<file path="src/rtl/branch_resolve.sv">
`default_nettype none
// ============================================================================
//  Module      : branch_resolve
//  Description : Execute-stage branch resolution for the BTB/global-history
//                predictor. Carries each fetched instruction's prediction
//                through decode (stage 2) into execute (stage 3). In stage 3
//                it resolves the real outcome and target, flags mispredicts,
//                and keeps saturating branch/mispredict counters.
//  Revision    : 1.0  initial release
// ----------------------------------------------------------------------------
//  Ports
//    clk, rst_n          clock, asynchronous active-low reset
//    memory_stall        freezes all pipeline registers and counters
//    flush               squashes the wrong-path instructions in stages 1-2
//    pc_1, instr_1       fetch-stage PC and instruction word
//    pred_taken_1        predicted direction for pc_1
//    pred_target_1       predicted target for pc_1
//    rs1_data_3/rs2_data_3  forwarded operands of the stage-3 instruction
//    instructionPC_3     stage-3 PC (registered)
//    is_branchInst_3     stage-3 holds a valid conditional branch or JAL
//    taken_3             resolved direction (combinational)
//    prev_taken_3        prediction carried with the stage-3 instruction
//    target_3            correct next PC (combinational)
//    mispredict_3        direction or target mispredicted (combinational)
//    branch_cnt          saturating count of retired branches
//    mispred_cnt         saturating count of retired mispredicts
// ============================================================================
module branch_resolve #(
    parameter int CNT_W = 16
) (
    input  logic             clk,
    input  logic             rst_n,
    input  logic             memory_stall,
    input  logic             flush,
    input  logic [31:0]      pc_1,
    input  logic [31:0]      instr_1,
    input  logic             pred_taken_1,
    input  logic [31:0]      pred_target_1,
    input  logic [31:0]      rs1_data_3,
    input  logic [31:0]      rs2_data_3,
    output logic [31:0]      instructionPC_3,
    output logic             is_branchInst_3,
    output logic             taken_3,
    output logic             prev_taken_3,
    output logic [31:0]      target_3,
    output logic             mispredict_3,
    output logic [CNT_W-1:0] branch_cnt,
    output logic [CNT_W-1:0] mispred_cnt
);

    localparam logic [6:0]       c_op_branch = 7'b1100011;
    localparam logic [6:0]       c_op_jal    = 7'b1101111;
    localparam logic [CNT_W-1:0] c_cnt_one   = {{(CNT_W-1){1'b0}}, 1'b1};

    // ---------------- stage 2 (decode) ----------------
    logic        r_s2_valid;
    logic [31:0] r_s2_pc;
    logic [31:0] r_s2_instr;
    logic        r_s2_pred_taken;
    logic [31:0] r_s2_pred_target;

    logic [6:0]  w_s2_opcode;
    logic [2:0]  w_s2_funct3;
    logic        w_s2_is_cond;
    logic        w_s2_is_jal;
    logic [31:0] w_s2_imm_b;
    logic [31:0] w_s2_imm_j;
    logic [31:0] w_s2_tgt;
    logic        w_s3_load;

    // ---------------- stage 3 (execute) ----------------
    logic        r_s3_valid;
    logic [31:0] r_s3_pc;
    logic [2:0]  r_s3_funct3;
    logic        r_s3_is_jal;
    logic        r_s3_is_br;
    logic        r_s3_pred_taken;
    logic [31:0] r_s3_pred_target;
    logic [31:0] r_s3_tgt;

    logic [CNT_W-1:0] r_branch_cnt;
    logic [CNT_W-1:0] r_mispred_cnt;

    logic        w_eq;
    logic        w_lt_s;
    logic        w_lt_u;
    logic        w_cond_true;
    logic        w_taken;
    logic [31:0] w_target;
    logic        w_mispredict;

    // Decode in stage 2 so stage 3 only has the compare and a mux.
    assign w_s2_opcode  = r_s2_instr[6:0];
    assign w_s2_funct3  = r_s2_instr[14:12];
    // funct3 010/011 are not defined branch encodings and resolve as non-branches.
    assign w_s2_is_cond = (w_s2_opcode == c_op_branch) &&
                          (w_s2_funct3 != 3'b010) && (w_s2_funct3 != 3'b011);
    assign w_s2_is_jal  = (w_s2_opcode == c_op_jal);
    assign w_s2_imm_b   = {{19{r_s2_instr[31]}}, r_s2_instr[31], r_s2_instr[7],
                           r_s2_instr[30:25], r_s2_instr[11:8], 1'b0};
    assign w_s2_imm_j   = {{11{r_s2_instr[31]}}, r_s2_instr[31], r_s2_instr[19:12],
                           r_s2_instr[20], r_s2_instr[30:21], 1'b0};
    assign w_s2_tgt     = w_s2_is_jal  ? r_s2_pc + w_s2_imm_j :
                          w_s2_is_cond ? r_s2_pc + w_s2_imm_b :
                                         r_s2_pc + 32'd4;

    // Invalid stage-3 entries are loaded as all-zero so the registered
    // outputs can be driven straight from the stage-3 flops.
    assign w_s3_load = r_s2_valid & ~flush;

    always_ff @(posedge clk or negedge rst_n) begin
        if (!rst_n) begin
            r_s2_valid       <= 1'b0;
            r_s2_pc          <= '0;
            r_s2_instr       <= '0;
            r_s2_pred_taken  <= 1'b0;
            r_s2_pred_target <= '0;
            r_s3_valid       <= 1'b0;
            r_s3_pc          <= '0;
            r_s3_funct3      <= '0;
            r_s3_is_jal      <= 1'b0;
            r_s3_is_br       <= 1'b0;
            r_s3_pred_taken  <= 1'b0;
            r_s3_pred_target <= '0;
            r_s3_tgt         <= '0;
        end else if (!memory_stall) begin
            // Stage 1 is always valid; a flush turns it into a bubble.
            r_s2_valid       <= ~flush;
            r_s2_pc          <= pc_1;
            r_s2_instr       <= instr_1;
            r_s2_pred_taken  <= pred_taken_1;
            r_s2_pred_target <= pred_target_1;
            r_s3_valid       <= w_s3_load;
            r_s3_pc          <= w_s3_load ? r_s2_pc          : '0;
            r_s3_funct3      <= w_s3_load ? w_s2_funct3      : '0;
            r_s3_is_jal      <= w_s3_load & w_s2_is_jal;
            r_s3_is_br       <= w_s3_load & (w_s2_is_cond | w_s2_is_jal);
            r_s3_pred_taken  <= w_s3_load & r_s2_pred_taken;
            r_s3_pred_target <= w_s3_load ? r_s2_pred_target : '0;
            r_s3_tgt         <= w_s3_load ? w_s2_tgt         : '0;
        end
    end

    // ---------------- stage-3 resolution ----------------
    assign w_eq   = (rs1_data_3 == rs2_data_3);
    assign w_lt_s = ($signed(rs1_data_3) < $signed(rs2_data_3));
    assign w_lt_u = (rs1_data_3 < rs2_data_3);

    always_comb begin
        w_cond_true = 1'b0;
        case (r_s3_funct3)
            3'b000:  w_cond_true = w_eq;
            3'b001:  w_cond_true = ~w_eq;
            3'b100:  w_cond_true = w_lt_s;
            3'b101:  w_cond_true = ~w_lt_s;
            3'b110:  w_cond_true = w_lt_u;
            3'b111:  w_cond_true = ~w_lt_u;
            default: w_cond_true = 1'b0;
        endcase
    end

    assign w_taken      = r_s3_valid & (r_s3_is_jal | (r_s3_is_br & w_cond_true));
    assign w_target     = !r_s3_valid ? 32'd0 :
                          w_taken     ? r_s3_tgt : r_s3_pc + 32'd4;
    // A non-branch predicted taken mispredicts, steering the predictor back to pc+4.
    assign w_mispredict = r_s3_valid &
                          ((w_taken != r_s3_pred_taken) |
                           (w_taken & r_s3_pred_taken & (r_s3_pred_target != w_target)));

    // ---------------- performance counters ----------------
    always_ff @(posedge clk or negedge rst_n) begin
        if (!rst_n) begin
            r_branch_cnt  <= '0;
            r_mispred_cnt <= '0;
        end else if (!memory_stall && r_s3_valid) begin
            if (r_s3_is_br && !(&r_branch_cnt)) begin
                r_branch_cnt <= r_branch_cnt + c_cnt_one;
            end
            if (w_mispredict && !(&r_mispred_cnt)) begin
                r_mispred_cnt <= r_mispred_cnt + c_cnt_one;
            end
        end
    end

    assign instructionPC_3 = r_s3_pc;
    assign is_branchInst_3 = r_s3_is_br;
    assign prev_taken_3    = r_s3_pred_taken;
    assign taken_3         = w_taken;
    assign target_3        = w_target;
    assign mispredict_3    = w_mispredict;
    assign branch_cnt      = r_branch_cnt;
    assign mispred_cnt     = r_mispred_cnt;

endmodule
`default_nettype wire

</file>
<file path="config.mk">
export PLATFORM = sky130hd
export DESIGN_NAME = branch_resolve
export DESIGN_NICKNAME = d
export VERILOG_FILES = /design/src/rtl/branch_resolve.sv
export SDC_FILE = /design/constraint.sdc
export NUM_CORES = 1
export LEC_CHECK = 0
export ABC_CLOCK_PERIOD_IN_PS = 16200
export BUFFER_PORTS_ARGS = -buffer_cell sky130_fd_sc_hd__buf_4
export CORE_ASPECT_RATIO = 0.75
export CORE_MARGIN = 2
export CORE_UTILIZATION = 52
export CTS_CLUSTER_SIZE = 14
export DETAILED_ROUTE_END_ITERATION = 10
export PLACE_DENSITY = 0.86
export RECOVER_POWER = 50
export REMOVE_ABC_BUFFERS = 1
export SYNTH_ARGS = -nofsm -noshare
export SYNTH_HDL_FRONTEND = slang
export SYNTH_SLANG_ARGS = --single-unit
</file>
<file path="constraint.sdc">
create_clock -name clk -period 16.2 [get_ports clk]
set_clock_uncertainty 0.05 [all_clocks]
set_input_delay 3.24 -clock clk [delete_from_list [all_inputs] [get_ports clk]]
set_output_delay 3.24 -clock clk [all_outputs]
set_load 0.01 [all_outputs]
</file>
==> impl_metrics.yaml, run 1 <==
status:
  status: "finished with violations"
  violations: "max-capacitance violations, max-slew violations"
place:
  hpwlAfterDp_um: 31100
  place_area_mm2: 0.0166
  io_buffers: 264
  gp_congestion: 0.945
route:
  initialDrtViolationCount: 1164
  dr.pass1.iters: 5
  route.detailed.drc: 0
  m1WireLength_um: 18000
  top_layer: "met4"
  routed_wl_um: 41900
  viasPerCell: 6.16
  drt.antenna.violating_nets: 0
  wl_met3_um: 4300
  wire_per_inst_um: 20.4
  dr_total_vias: 12700
  wl_met2_um: 18000
pwr:
  pwr-share-clk: 0.355
  powerDensity_mw_per_mm2: 98.5
  combPwrFrac: 0.240
  power_frac_seq: 0.404
  p_sw_uw: 529
  p_total_uw: 1710
  internal_power_uw: 1180
  ir_worst_vdd_uv: 81.5
  swShare: 0.309
  leakagePower_uw: 0.00811
sta:
  hold_viol_final: 0
  hold_ws_ns: 0.437
  setup_viol: 0
  worst_pin_slew_ns: 5.43
  rsz0062_at_grt: "false"
  max_slew_margin: -2.62
  fin_crit_sh: 0.753
  fin_setup_tns_ns: 0
  drv_slew: 494
  fin_crit_ns: 12.19
  fmax_ghz: 0.0820
clocking:
  postCtsHoldBufs: 0
  cts_max_level: 1
  clk_pin_slew_ns: 0.07
  cts_setup_buffers: 0
  numCtsBuffers: 25
  cts_tree: "yes"
  cts.sinks: 232
  cts-root-buf: "clkbuf_16"
  clockBufferDepth: 3
  clkLatencyLatePin_ns: 0.57
  ctsResizeCount: 0
worst_setup_path:
  timing_worst_setup_path_type: "in2out"
  crit_arrival_ns: 8.90
  cp-start-kind: "input port"
  critPathRequiredTime_ns: 12.91
  timing.rr.start: "r_s3_funct3[1]$_DFFE_PN0N_"
  crit_path_start: "rs1_data_3[19]"
  crit_fanout: 22
  path_cells: "buf_4 -> ha_1 -> a21oi_1 -> o21ai_0 -> a221oi_1 -> a211oi_1 -> or4b_4 -> o31a_1 -> nor2_2 -> nor2_1 -> ha_1 -> nor2_1 -> o2111ai_1 -> a311o_1 -> or3_1 -> o32a_1 -> and2_1 -> buf_4"
  crit_path_max_incr_delay_ns: 0.76
  slowest_stage: "nor2_2"
  end_kind: "output port"
yosys:
  syn_inst: 1459
  synthTopCellsByArea: "dfrtp_1 (40%), mux2_2 (7.7%), ha_1 (7.0%), xnor2_1 (5.4%), a22o_1 (4.1%)"
  yosysWarnings: 0
  synthDistinctLibCells: 73
  synth_ff_type: "dfrtp_1"
  netlist.area_leader.share: 0.404
  syn_avg_cell_area_um2: 9.84
  synthArstFlopShare: 1.00
  synth-seq-cells: 232
  synth-edff-count: 0
  synth_area_mm2: 0.0144
  seq_area_frac_synth: 0.404
  synth_area_leader_cell: "dfrtp_1"
final_layout:
  syn2layout_area_growth_pct: 21.0
  mostFrequentLayoutCells: "buf_4 (266), dfrtp_1 (232), nand2_1 (106), mux2_2 (98), a21oi_1 (95)"
  nNetsFinal: 1937
  final_common_cell: "buf_4"
  drive_gt1_frac: 0.245
  postLayoutCellArea_mm2: 0.0174
  diodes: 0
floorplan:
  die_h_um: 148
  pin_count: 265
  die_w_um: 196
  initial_utilization: 0.530
  core-area_mm2: 0.0271
  die_area_mm2: 0.0290
  rows: 52
global_routing:
  antenna_found_initial: 0
  grt_pass1_vias: 12400
  grt_remaining_overflow: 0
  grt_max_degree: 102
  grt_usage: 0.287
  grt_first_pass_wirelength_um: 66500
hold_path:
  hold_class: "reg2reg"
  min_from: "r_s3_tgt[3]$_DFFE_PN0N_"
flow_run:
  max_cap_violations: 7
-- per-stage QoR --
step	setup WS, ns	util	cells
final	4.01	0.642	2057
after global routing	3.67	0.642	2057
after CTS	4.13	0.644	2057
after detailed placement	4.14	0.612	2014
after global placement	4.18	0.612	2014
after floorplan	5.04	-	1389
-- Yosys cell counts, types with 8 or more instances --
library cell / n
a22oi_1: 13
a21oi_1: 95
nor2_1: 81
mux2_2: 98
and3_1: 20
xnor2_1: 88
a211oi_1: 32
a21o_1: 38
o21ai_0: 49
dfrtp_1: 232
a22o_1: 67
xor2_1: 53
clkbuf_1: 59
or3_1: 10
nand2_1: 106
inv_1: 58
o21bai_1: 10
a31o_1: 8
ha_1: 80
and2_1: 11
nor3_1: 15
nand4_1: 46
nand3_1: 60
-- cells by family (layout without fill, tap and decap cells) --
| logic type | Yosys count | after routing | share of synthesized area |
|---|---|---|---|
| XOR/XNOR | 141 | 141 | 0.0860 |
| buffers and inverters | 129 | 376 | 0.0368 |
| AND/OR/NAND/NOR | 381 | 381 | 0.130 |
| multiplexers | 101 | 101 | 0.0791 |
| adder cells (fa/ha/maj) | 82 | 82 | 0.0725 |
| flip-flops | 232 | 232 | 0.404 |
| AO/OA/AOI/OAI | 393 | 393 | 0.191 |
-- power groups by stage --
stage / Sequential, uW / Clock [uW] / Combinational, uW
5_1_grt: 697 / 638 / 452
3_5_place_dp: 698 / 0 / 401
2_1_floorplan: 681 / 0 / 256
6_report: 692 / 608 / 411
3_3_place_gp: 695 / 0 / 389
4_1_cts: 689 / 618 / 404
-- worst max-delay path, delay by kind of cell --
kind | cells | cell delay [ns]
AOI/OAI and AO/OA | 8 | 2.44
adders and majority gates | 2 | 0.70
and+or+nand+nor | 6 | 2.26
buffers and inverters | 2 | 0.25
-- worst paths after layout --
| check | end | slack, ns | cells after the start |
|---|---|---|---|
| setup / recovery | mispredict_3 | 4.01 | 18 |
| hold / removal | r_s3_tgt[3]$_DFFE_PN0N_ | 0.44 | 2 |
| setup reg to reg | mispred_cnt[1]$_DFFE_PN0P_ | 10.97 | 14 |
| hold reg to reg | r_s3_tgt[3]$_DFFE_PN0N_ | 0.44 | 2 |
| max in group asynchronous | r_s2_pc[25]$_DFFE_PN0N_ | 6.09 | 2 |
| min in group asynchronous | branch_cnt[15]$_DFFE_PN0P_ | 4.60 | 1 |
-- cell type report --
class | count | area (um^2)
Tap cell | 351 | 439
Sequential cell | 232 | 5810
Clock inverter | 11 | 176
Multi-Input combinational cell | 1098 | 8020
Fill cell | 2162 | 9690
Inverter | 59 | 221
Clock buffer | 32 | 682
Timing Repair Buffer | 274 | 2030
-- state kept, by name, indices dropped and copies added, names as in the netlist --
register,count
r_s3_tgt,31
instructionPC_3,32
is_branchInst_3,1
r_s2_pred_target,32
r_s2_pred_taken,1
r_s3_pred_target,32
r_s2_pc,32
r_s3_funct3,3
r_s3_is_jal,1
r_s2_valid,1
branch_cnt,16
mispred_cnt,16
r_s2_instr,32
prev_taken_3,1
r_s3_valid,1
-- per-layer routing --
layer	vias up	GRT usage
met5	-	0
met4	0	0.0992
met3	115	0.0716
met2	624	0.429
met1	6137	0.406
li1	5796	-
(Power assumes the default switching activity.)
==> inputs of run 2 (changes only) <==
--- a/config.mk
+++ b/config.mk
@@ -5,14 +5,14 @@
 export SDC_FILE = /design/constraint.sdc
 export NUM_CORES = 1
 export LEC_CHECK = 0
-export ABC_CLOCK_PERIOD_IN_PS = 16200
+export ABC_CLOCK_PERIOD_IN_PS = 11000
 export BUFFER_PORTS_ARGS = -buffer_cell sky130_fd_sc_hd__buf_4
 export CORE_ASPECT_RATIO = 0.75
 export CORE_MARGIN = 2
-export CORE_UTILIZATION = 52
+export CORE_UTILIZATION = 51
 export CTS_CLUSTER_SIZE = 14
 export DETAILED_ROUTE_END_ITERATION = 10
-export PLACE_DENSITY = 0.86
+export PLACE_DENSITY = 0.88
 export RECOVER_POWER = 50
 export REMOVE_ABC_BUFFERS = 1
 export SYNTH_ARGS = -nofsm -noshare
==> constraint.sdc (replaced) <==
create_clock -name clk -period 11 [get_ports clk]
set_clock_uncertainty 0.05 [all_clocks]
set_input_delay 2.2 -clock clk [delete_from_list [all_inputs] [get_ports clk]]
set_output_delay 2.2 -clock clk [all_outputs]
set_load 0.01 [all_outputs]
==> impl_metrics.yaml, run 2 (synthesis gave the netlist of run 1 again) <==
worst_setup_path:
  crit_path_start: "rs1_data_3[31]"
  crit_arrival_ns: 7.92
  slowest_stage: "a221oi_1"
  crit_fanout: 22
  timing_worst_setup_path_type: "in2out"
  cp-start-kind: "input port"
  timing.rr.start: "r_s3_funct3[1]$_DFFE_PN0N_"
  critPathBufInv: 2
  end_kind: "output port"
  reg2reg_to: "mispred_cnt[1]$_DFFE_PN0P_"
  ff2ff_path_depth: 14
  path_delay_family: "simple AND/OR/NAND/NOR gates"
  path_cells: "buf_4 -> ha_1 -> nand4_1 -> nor3_1 -> a221oi_1 -> a211oi_1 -> or4b_4 -> o31a_1 -> nor2_2 -> nor2_1 -> ha_1 -> nor2_1 -> o2111ai_1 -> a311o_1 -> or3_1 -> o32a_1 -> and2_1 -> buf_4"
  crit_path_max_incr_delay_ns: 0.71
  critPathRequiredTime_ns: 8.75
  r2r_slack_ns: 5.75
clocking:
  clkLatencyLatePin_ns: 0.55
  cts_tree: "yes"
  clockBufferDepth: 3
  postCtsHoldBufs: 0
  cts.sinks: 232
  numCtsBuffers: 25
  ctsResizeCount: 0
  clk_pin_slew_ns: 0.06
  cts_setup_buffers: 0
  cts-root-buf: "clkbuf_16"
  cts_max_level: 1
hold_path:
  hold_path_depth: 2
  min_from: "r_s3_tgt[11]$_DFFE_PN0N_"
  hold_class: "reg2reg"
  hold_end: "r_s3_tgt[11]$_DFFE_PN0N_"
pwr:
  leakagePower_uw: 0.00801
  powerDensity_mw_per_mm2: 146
  ir_worst_vdd_uv: 132
global_routing:
  grt_remaining_overflow: 0
  grt_first_pass_wirelength_um: 65900
  grt_usage: 0.281
  antenna_found_initial: 0
  grt_pass1_vias: 12300
  grt_max_degree: 87
floorplan:
  rows: 53
  die_area_mm2: 0.0295
  core-area_mm2: 0.0279
  pin_count: 265
  die_w_um: 198
  initial_utilization: 0.515
  die_h_um: 149
sta:
  setup_viol: 0
  hold_viol_final: 0
  fin_crit_ns: 10.17
  rsz0062_at_grt: "false"
  fin_crit_sh: 0.925
  fmax_ghz: 0.0983
  worst_pin_slew_ns: 4.48
  drv_slew: 328
  max_slew_margin: -1.99
  fin_setup_tns_ns: 0
place:
  gp_congestion: 0.903
  place_area_mm2: 0.0166
  io_buffers: 264
  hpwlAfterDp_um: 31000
final_layout:
  postLayoutCellArea_mm2: 0.0173
  mostFrequentLayoutCells: "buf_4 (241), dfrtp_1 (232), nand2_1 (106), mux2_2 (98), a21oi_1 (95)"
  drive_gt1_frac: 0.231
  final_common_cell: "buf_4"
  nNetsFinal: 1939
  syn2layout_area_growth_pct: 20.8
  diodes: 0
route:
  initialDrtViolationCount: 1095
  dr_total_vias: 12700
  routed_wl_um: 41900
  viasPerCell: 6.15
  route.detailed.drc: 0
  dr.pass1.iters: 6
  drt.antenna.violating_nets: 0
  wire_per_inst_um: 20.3
flow_run:
  max_cap_violations: 5
status:
  violations: "max-capacitance violations, max-slew violations"
  status: "finished with violations"
## run 2: through the flow
step / util / worst slack (ns) / power (uW) / hold WS, ns / instances
global route: 0.623 / 0.506 / 2650 / 0.453 / 2068
floorplan: - / 1.92 / 1380 / 0.394 / 1389
finish: 0.623 / 0.825 / 2540 / 0.434 / 2068
CTS: 0.628 / 0.913 / 2540 / 0.438 / 2068
detailed placement: 0.595 / 0.952 / 1620 / 0.424 / 2022
global placement: 0.595 / 1.23 / 1600 / 0.415 / 2022
## run 2: worst max path at each step
stage / to / slack, ns / cells past startpoint
6_report: mispredict_3 / 0.83 / 18
3_3_place_gp: mispredict_3 / 1.23 / 18
2_1_floorplan: mispredict_3 / 1.92 / 17
5_1_grt: mispredict_3 / 0.51 / 18
3_5_place_dp: mispredict_3 / 0.95 / 18
4_1_cts: mispredict_3 / 0.91 / 18
## run 2: where the power goes
group / internal (uW) / switching [uW]
sequential: 925 / 89.5
combinational: 278 / 326
clock: 556 / 361
total: 1760 / 777
## run 2: metal layers
metal	GRT usage	up-vias	share of wire
li1	-	5819	-
met1	0.404	6184	0.44
met3	0.0423	109	0.082
met2	0.435	615	0.44
met4	0.0966	0	0.036
met5	0	-	0
## run 2: area by class of cell
| cell class | instances | area (um^2) |
|---|---|---|
| fill | 2233 | 10500 |
| sequential | 232 | 5810 |
| tap | 357 | 447 |
| multi-input combinational | 1098 | 8020 |
| clock buffer | 35 | 723 |
| timing repair buffer | 276 | 1940 |
| inverter | 59 | 221 |
| clock inverter | 11 | 180 |
## run 2: worst min-delay path: stages (launching register included)
cell	delay (ns)
dfrtp_1	0.35
nand2_1	0.05
o21ai_0	0.06
==> inputs of run 3 (changes only) <==
==> constraint.sdc (replaced) <==
create_clock -name clk -period 11 [get_ports clk]
set_clock_uncertainty 0.05 [all_clocks]
set_input_delay 2.2 -clock clk [delete_from_list [all_inputs] [get_ports clk]]
set_output_delay 2.2 -clock clk [all_outputs]
set_load 0.1 [all_outputs]
==> impl_metrics.yaml, run 3 (synthesis gave the netlist of run 1 again) <==
sta:
  drv_slew: 408
  worst_pin_slew_ns: 4.53
  max_slew_margin: -2.02
  fin_crit_sh: 0.925
  hold_viol_final: 0
  setup_viol: 0
  fin_crit_ns: 10.18
  rsz0062_at_grt: "false"
  fmax_ghz: 0.0982
  fin_setup_tns_ns: 0
  hold_ws_ns: 0.439
final_layout:
  nNetsFinal: 1940
  drive_gt1_frac: 0.247
  fillers: 2223
  syn2layout_area_growth_pct: 21.3
  final_common_cell: "buf_4"
  multi_input_area_mm2: 0.00802
  postLayoutCellArea_mm2: 0.0174
  regArea_mm2: 0.00581
  diodes: 0
  mostFrequentLayoutCells: "buf_4 (269), dfrtp_1 (232), nand2_1 (106), mux2_2 (98), a21oi_1 (95)"
worst_setup_path:
  path_cells: "buf_4 -> ha_1 -> nand4_1 -> nor3_1 -> a221oi_1 -> a211oi_1 -> or4b_4 -> o31a_1 -> nor2_2 -> nor2_1 -> ha_1 -> nor2_1 -> o2111ai_1 -> a311o_1 -> or3_1 -> o32a_1 -> and2_1 -> buf_4"
  r2r_slack_ns: 5.81
  crit_arrival_ns: 7.93
  slowest_stage: "nor2_2"
  crit_path_max_incr_delay_ns: 0.71
  timing_worst_setup_path_type: "in2out"
  critPathBufInv: 2
  path_delay_family: "simple AND/OR/NAND/NOR gates"
  critPathRequiredTime_ns: 8.75
  end_kind: "output port"
  cp-start-kind: "input port"
  crit_fanout: 22
clocking:
  cts_setup_buffers: 0
  cts.sinks: 232
  ctsResizeCount: 0
  clockBufferDepth: 3
  cts-root-buf: "clkbuf_16"
  postCtsHoldBufs: 0
  cts_max_level: 1
  clkLatencyLatePin_ns: 0.55
  cts_tree: "yes"
  numCtsBuffers: 26
  clk_pin_slew_ns: 0.06
route:
  wire_per_inst_um: 20.2
  initialDrtViolationCount: 1171
  dr_total_vias: 12600
  wl_met3_um: 3850
  viasPerCell: 6.11
  dr.pass1.iters: 6
  wl_met2_um: 18200
  routed_wl_um: 41700
  m1WireLength_um: 18200
  drt.antenna.violating_nets: 0
  top_layer: "met4"
  route.detailed.drc: 0
floorplan:
  rows: 53
  die_h_um: 149
  die_w_um: 198
  pin_count: 265
  core-area_mm2: 0.0279
  initial_utilization: 0.515
  die_area_mm2: 0.0295
place:
  place_area_mm2: 0.0166
  hpwlAfterDp_um: 31100
  gp_congestion: 0.903
  io_buffers: 264
hold_path:
  hold_class: "reg2reg"
pwr:
  powerDensity_mw_per_mm2: 152
  leakagePower_uw: 0.00813
  ir_worst_vdd_uv: 92.1
global_routing:
  grt_usage: 0.279
  grt_remaining_overflow: 0
  antenna_found_initial: 0
  grt_max_degree: 87
  grt_first_pass_wirelength_um: 65500
  grt_pass1_vias: 12200
status:
  violations: "max-capacitance violations, max-slew violations"
  status: "finished with violations"
flow_run:
  max_cap_violations: 6
-- run 3: changes by cell type in the layout (fill, tap and decap cells not counted), moves of 2 or more --
cell / change
clkinvlp_4: -4
clkbuf_1: -28
clkinv_2: +2
buf_4: +28
-- run 3: through the flow --
stage | worst slack (ns) | utilization | std cells | total power (uW)
final | 0.821 | 0.625 | 2066 | 2640
after floorplan | -0.198 | - | 1389 | 1510
after detailed placement | 0.923 | 0.595 | 2022 | 1750
after global routing | 0.524 | 0.625 | 2066 | 2750
after global placement | 1.14 | 0.595 | 2022 | 1730
after CTS | 0.891 | 0.627 | 2066 | 2640
-- run 3: layer usage --
metal	global-route usage	vias to the layer above
li1	-	5836
met1	0.394	6087
met2	0.429	600
met3	0.0536	100
met4	0.101	0
met5	0	-
-- run 3: worst paths after layout --
path                                             startpoint  cells past startpoint                               end
max in group asynchronous                             rst_n                      2           r_s2_pc[25]$_DFFE_PN0N_
max                                          rs1_data_3[31]                     18                      mispredict_3
min reg2reg                r_s2_pred_target[25]$_DFFE_PN0N_                      1  r_s3_pred_target[25]$_DFFE_PN0N_
min                        r_s2_pred_target[25]$_DFFE_PN0N_                      1  r_s3_pred_target[25]$_DFFE_PN0N_
min in group asynchronous                             rst_n                      1         branch_cnt[5]$_DFFE_PN0P_
max reg2reg                      r_s3_funct3[1]$_DFFE_PN0N_                     14        mispred_cnt[1]$_DFFE_PN0P_
-- run 3: layout make-up --
class	instances	share of cell area
clock inverters	9	0.00776
flip-flops and latches	232	0.333
clock buffers	35	0.0422
multi-input cells	1098	0.461
repair buffers	276	0.118
well taps	357	0.0257
inverters	59	0.0127
-- run 3: report_power, final --
part | internal, uW | switching, uW
clock | 535 | 353
combinational | 284 | 455
sequential | 926 | 88.8
-- run 3: worst register-to-register path, delay by kind of cell (launching register included) --
kind,cells,cell delay [ns]
AND/OR/NAND/NOR,7,2.41
AO/OA/AOI/OAI,5,1.51
flip-flops,1,0.43
adder cells (fa/ha/maj),1,0.36
multiplexers,1,0.33
